File: src/rtl/sram_arb_pkg.sv
// Shared types and constants for the SRAM access arbiter.
package sram_arb_pkg;

    localparam int SRAM_ADDR_W = 12;
    localparam int SRAM_DATA_W = 16;

    typedef logic req_id_t;

    typedef enum logic [1:0] {
        IDLE   = 2'd0,
        GRANT  = 2'd1,
        LOCKED = 2'd2
    } arb_state_t;

    localparam req_id_t REQ_ENGINE = 1'b0;
    localparam req_id_t REQ_HOST   = 1'b1;

endpackage

File: src/rtl/rd_tag_pipe.sv
// Read-return tag pipeline: shifts {valid,id} of each issued read so the
// return strobe lines up with the SRAM read data.
module rd_tag_pipe
    import sram_arb_pkg::*;
#(
    parameter int DEPTH = 2
) (
    input  logic    clk,
    input  logic    reset_b,
    input  logic    push,
    input  req_id_t push_id,
    output logic    ret_valid,
    output req_id_t ret_id,
    output logic    busy
);

    logic [DEPTH-1:0] vld_pipe;
    logic [DEPTH-1:0] id_pipe;

    // Only the valid bits are cleared; a stale id is harmless without its valid.
    always_ff @(posedge clk or negedge reset_b) begin
        if (!reset_b) begin
            vld_pipe <= '0;
        end else begin
            vld_pipe <= {vld_pipe[DEPTH-2:0], push};
        end
    end

    always_ff @(posedge clk) begin
        id_pipe <= {id_pipe[DEPTH-2:0], push_id};
    end

    assign ret_valid = vld_pipe[DEPTH-1];
    assign ret_id    = id_pipe[DEPTH-1];
    assign busy      = |vld_pipe;

endmodule

File: src/rtl/sram_access_arbiter.sv
// Round-robin arbiter sharing one SRAM port between the compute engine (0) and
// the host (1). Optional grant locking is compiled in with ARB_LOCK_EN.
module sram_access_arbiter
    import sram_arb_pkg::*;
#(
    parameter int ADDR_W          = SRAM_ADDR_W,
    parameter int DATA_W          = SRAM_DATA_W,
    parameter int RD_LATENCY      = 1,
    parameter int LOCK_MAX_CYCLES = 64
) (
    input  logic              clk,
    input  logic              reset_b,
    input  logic              req0,
    input  logic              req1,
    input  logic              we0,
    input  logic              we1,
    input  logic [ADDR_W-1:0] addr0,
    input  logic [ADDR_W-1:0] addr1,
    input  logic [DATA_W-1:0] wdata0,
    input  logic [DATA_W-1:0] wdata1,
    input  logic              lock0,
    input  logic              lock1,
    output logic              gnt0,
    output logic              gnt1,
    output logic              rvalid0,
    output logic              rvalid1,
    output logic [DATA_W-1:0] rdata,
    output logic [ADDR_W-1:0] mem_read_address,
    output logic [ADDR_W-1:0] mem_write_address,
    output logic [DATA_W-1:0] mem_write_data,
    output logic              mem_write_enable,
    input  logic [DATA_W-1:0] mem_read_data,
    output logic              reads_pending
);

    arb_state_t        state;
    req_id_t           rr_ptr;
    req_id_t           owner;
    req_id_t           prio;
    req_id_t           gnt_id;
    logic              accept;
    logic              gnt_we;
    logic [ADDR_W-1:0] gnt_addr;
    logic [DATA_W-1:0] gnt_wdata;
    logic              hold;
    logic              force_rel;
    logic              enter_lock;
    logic              ret_valid;
    req_id_t           ret_id;

`ifdef ARB_LOCK_EN
    localparam int CNT_W = $clog2(LOCK_MAX_CYCLES + 1);

    logic [CNT_W-1:0] lock_cnt;
    logic             owner_req;
    logic             owner_lock;
    logic             gnt_lock;

    assign owner_req  = (owner == REQ_HOST) ? req1 : req0;
    assign owner_lock = (owner == REQ_HOST) ? lock1 : lock0;
    assign gnt_lock   = (gnt_id == REQ_HOST) ? lock1 : lock0;
    // After LOCK_MAX_CYCLES locked grants the owner sits out one arbitration.
    assign force_rel  = (state == LOCKED) && (lock_cnt >= CNT_W'(LOCK_MAX_CYCLES));
    assign hold       = (state == LOCKED) && !force_rel && owner_req && owner_lock;
    assign enter_lock = gnt_lock && !force_rel;

    always_ff @(posedge clk or negedge reset_b) begin
        if (!reset_b) begin
            lock_cnt <= '0;
        end else if (accept && enter_lock) begin
            lock_cnt <= hold ? lock_cnt + 1'b1 : CNT_W'(1);
        end else begin
            lock_cnt <= '0;
        end
    end
`else
    logic unused_lock;

    assign force_rel   = 1'b0;
    assign hold        = 1'b0;
    assign enter_lock  = 1'b0;
    assign unused_lock = ^{lock0, lock1, state};
`endif

    always_comb begin
        prio = force_rel ? ~owner : rr_ptr;
        if (hold) begin
            gnt_id = owner;
        end else if (req0 && req1) begin
            gnt_id = prio;
        end else begin
            gnt_id = req1 ? REQ_HOST : REQ_ENGINE;
        end
        accept    = reset_b && (hold || req0 || req1);
        gnt0      = accept && (gnt_id == REQ_ENGINE);
        gnt1      = accept && (gnt_id == REQ_HOST);
        gnt_we    = (gnt_id == REQ_HOST) ? we1 : we0;
        gnt_addr  = (gnt_id == REQ_HOST) ? addr1 : addr0;
        gnt_wdata = (gnt_id == REQ_HOST) ? wdata1 : wdata0;
    end

    // Issue stage: the accepted access is registered onto the SRAM pins.
    always_ff @(posedge clk or negedge reset_b) begin
        if (!reset_b) begin
            state             <= IDLE;
            rr_ptr            <= REQ_ENGINE;
            owner             <= REQ_ENGINE;
            mem_write_enable  <= 1'b0;
            mem_read_address  <= '0;
            mem_write_address <= '0;
            mem_write_data    <= '0;
        end else begin
            mem_write_enable <= accept && gnt_we;
            if (accept) begin
                rr_ptr <= ~gnt_id;
                owner  <= gnt_id;
                state  <= enter_lock ? LOCKED : GRANT;
                if (gnt_we) begin
                    mem_write_address <= gnt_addr;
                    mem_write_data    <= gnt_wdata;
                end else begin
                    mem_read_address  <= gnt_addr;
                end
            end else begin
                state <= IDLE;
            end
        end
    end

    rd_tag_pipe #(
        .DEPTH(RD_LATENCY + 1)
    ) u_rd_tag_pipe (
        .clk      (clk),
        .reset_b  (reset_b),
        .push     (accept && !gnt_we),
        .push_id  (gnt_id),
        .ret_valid(ret_valid),
        .ret_id   (ret_id),
        .busy     (reads_pending)
    );

    // Return stage: the SRAM output is steered to whichever side owns the tag.
    assign rvalid0 = ret_valid && (ret_id == REQ_ENGINE);
    assign rvalid1 = ret_valid && (ret_id == REQ_HOST);
    assign rdata   = ret_valid ? mem_read_data : '0;

endmodule

File: config.mk
export PLATFORM = sky130hd
export DESIGN_NAME = sram_access_arbiter
export DESIGN_NICKNAME = d
export VERILOG_FILES = /design/src/rtl/sram_arb_pkg.sv /design/src/rtl/rd_tag_pipe.sv /design/src/rtl/sram_access_arbiter.sv
export SDC_FILE = /design/constraint.sdc
export NUM_CORES = 1
export LEC_CHECK = 0
export ABC_AREA = 1
export CAP_MARGIN = 0
export CORE_MARGIN = 1
export CORE_UTILIZATION = 40
export CTS_BUF_LIST = sky130_fd_sc_hd__clkbuf_4 sky130_fd_sc_hd__clkbuf_8 sky130_fd_sc_hd__clkbuf_16
export DETAILED_ROUTE_END_ITERATION = 8
export PLACE_DENSITY = 0.85
export SLEW_MARGIN = 20
export SYNTH_ARGS = -nofsm -noshare
export SYNTH_HDL_FRONTEND = slang
export SYNTH_HIERARCHICAL = 1
export SYNTH_SLANG_ARGS = --single-unit
File: constraint.sdc
create_clock -name clk -period 3.56 [get_ports clk]
set_input_delay 1.068 -clock clk [delete_from_list [all_inputs] [get_ports clk]]
set_output_delay 1.068 -clock clk [all_outputs]
set_load 0.005 [all_outputs]
==> flow_summary.json <==
{
  "cts_tree": "done",
  "cellPowerDensity_mw_per_mm2": 400,
  "areaGrowthSynthToFinish_pct": 64.7,
  "leakage_nw": 2.05,
  "grt_pass1_wl_um": 11900,
  "grt_pass1_vias": 2558,
  "hold_ws_ns": 0.330,
  "clock-sinks": 46,
  "clock_latency_ns": 0.29,
  "ir_drop_mv": 0.233,
  "yosysWarnings": 6,
  "postRouteAntennaNets": 0,
  "cp.arrival_ns": 2.40,
  "port_buffers": 139,
  "rsz0062_at_grt": "false",
  "cp_max_fo": 4,
  "die_width_um": 78.7,
  "slew_violations": 0,
  "cp_top_family": "buffers and inverters",
  "postCtsSetupRepairBufs": 0,
  "final_cells": 539,
  "die_area_mm2": 0.00620,
  "cpMaxStageDelayCell": "clkdlybuf4s50_1",
  "cts.repair.resized": 0,
  "dp.cells": 531,
  "antenna_cells": 0,
  "total_power_mw": 1.55,
  "drt-total-wl_um": 7210,
  "cp-start-kind": "primary input",
  "grt-ovfl-total": 0,
  "period_minus_slack_ns": 3.47,
  "grt_start_max_net_pins": 45,
  "drtIter0Drc": 133,
  "cap_violations": 0,
  "slew_headroom": 0.629,
  "yosysSeqAreaShare": 0.485,
  "track_usage": 0.245,
  "path_common_cell": "clkdlybuf4s50_1",
  "core-area_mm2": 0.00557,
  "cp.required_ns": 2.49,
  "hold_viol_final": 0,
  "routed-via-count": 2596,
  "clk_pin_slew_ns": 0.07,
  "synth_nets": 414,
  "tns_ns": 0,
  "hold_class": "reg -> reg",
  "ctsHoldBuffers": 0,
  "remaining_drc_errors": 0,
  "worstPathCellList": "clkdlybuf4s50_1 -> nor2_1 -> nor2_4 -> nand2_1 -> inv_1 -> clkdlybuf4s50_1",
  "post-dp-hpwl_um": 5260,
  "ys_types": 14,
  "initial_core_util": 0.422,
  "cts_made_buffers": 5,
  "ioPinCount": 142,
  "fin_util": 0.696,
  "syn_area_mm2": 0.00235,
  "synth_largest_area_cell": "dfrtp_1",
  "syn_avg_cell_area_um2": 7.05,
  "tightest_slew_ns": 0.554,
  "htree_levels": 2,
  "drive_gt1_frac": 0.0428,
  "synth_top_area_share": 0.468,
  "root_buffer": "clkbuf_8",
  "postSynthCellCount": 334,
  "period_share": 0.974,
  "ys_ff_latch": 46,
  "fin_skew_ns": 0.0102,
  "antenna_found_initial": 0,
  "vias_per_cell": 4.82,
  "max_freq_mhz": 288,
  "wl_per_cell_um": 13.4,
  "nets": 546,
  "gp_congestion": 0.782,
  "slowest_delay_ns": 0.54,
  "crit_buf_inv": 3,
  "dr.pass1.iters": 4,
  "synth_area_leaders": "dfrtp_1 (47%), nand2_1 (25%), nand3_1 (15%)",
  "die_h_um": 78.7,
  "critical_path_class": "in -> out",
  "fill_cells": 482,
  "clk_path_buf_depth": 2,
  "status": "complete, no violations",
  "setup_viol_count_final": 0,
  "crit_path_end_kind": "output pin",
  "num_rows": 27
}
kinds of logic (layout without fill, tap and decap cells):
family / count (synthesis) / in the layout / share of synthesized area
simple gates: 237 / 237 / 0.421
buf+inv: 50 / 183 / 0.0919
flops: 46 / 46 / 0.485
compound gates: 1 / 1 / 0.00212
final timing paths:
check	start	end	slack (ns)	cells past startpoint
min in group asynchronous	reset_b	mem_write_address[2]$_DFFE_PN0P_	0.87	2
worst min register to register	u_rd_tag_pipe/id_pipe[0]$_DFF_P_	u_rd_tag_pipe/id_pipe[1]$_DFF_P_	0.33	0
max in group asynchronous	reset_b	mem_write_data[15]$_DFFE_PN0P_	2.31	2
worst min-delay path	u_rd_tag_pipe/id_pipe[0]$_DFF_P_	u_rd_tag_pipe/id_pipe[1]$_DFF_P_	0.33	0
worst max-delay path	req1	gnt0	0.09	6
worst max register to register	prio$_DFFE_PN0P_	mem_write_address[3]$_DFFE_PN0P_	1.74	8
cells in the mapped netlist:
cell type and instances:
buf_1 1, buf_2 14, buf_4 1, buf_6 1
clkbuf_1 5, dfrtp_1 44, dfxtp_1 2, inv_1 28
nand2_1 159, nand2_2 2, nand3_1 72, nor2_1 3
nor2_4 1, o21ai_0 1
cells in the final DEF (no fill, tap or decap):
master	netlist	layout
nand3_1	72	72
clkbuf_4	0	2
nand2_2	2	2
dfxtp_1	2	2
buf_2	14	1
nor2_1	3	3
o21ai_0	1	1
nor2_4	1	1
buf_4	1	8
nand2_1	159	159
clkdlybuf4s50_1	0	138
clkbuf_8	0	6
inv_1	28	28
dfrtp_1	44	44
area by class of cell:
type / count / area, um^2 / area share
sequential: 46 / 1140 / 0.294
tap: 72 / 90.1 / 0.0232
timing repair buffer: 147 / 1450 / 0.373
multi-input combinational: 238 / 997 / 0.257
clock buffer: 8 / 97.6 / 0.0252
inverter: 28 / 105 / 0.0271
layer usage:
| metal | track usage | up-vias | wire (um) |
|---|---|---|---|
| met5 | 0 | - | 0 |
| met4 | 0.0778 | 0 | 142 |
| met3 | 0.0529 | 12 | 584 |
| met2 | 0.433 | 118 | 3470 |
| met1 | 0.295 | 1174 | 3010 |
| li1 | - | 1292 | - |
registers in the layout, summed over array words and instances (netlist names):
name / count
mem_write_address: 12
u_rd_tag_pipe/id_pipe: 2
u_rd_tag_pipe/vld_pipe: 2
prio: 1
mem_write_enable: 1
mem_read_address: 12
mem_write_data: 16
stage by stage:
stage,setup WS (ns),instance area (um^2)
final,0.0931,3880
after global routing,0.0322,3880
after CTS,0.0860,3880
after detailed placement,0.0877,3780
after global placement,0.113,3780
after floorplan,0.816,2350
power breakdown:
part	internal [mW]	switching, mW	total [mW]
clock network	0.174	0.160	0.334
logic	0.318	0.222	0.540
registers	0.618	0.0580	0.676
total	1.11	0.441	1.55
No activity file was read; power rests on OpenSTA's default activity.
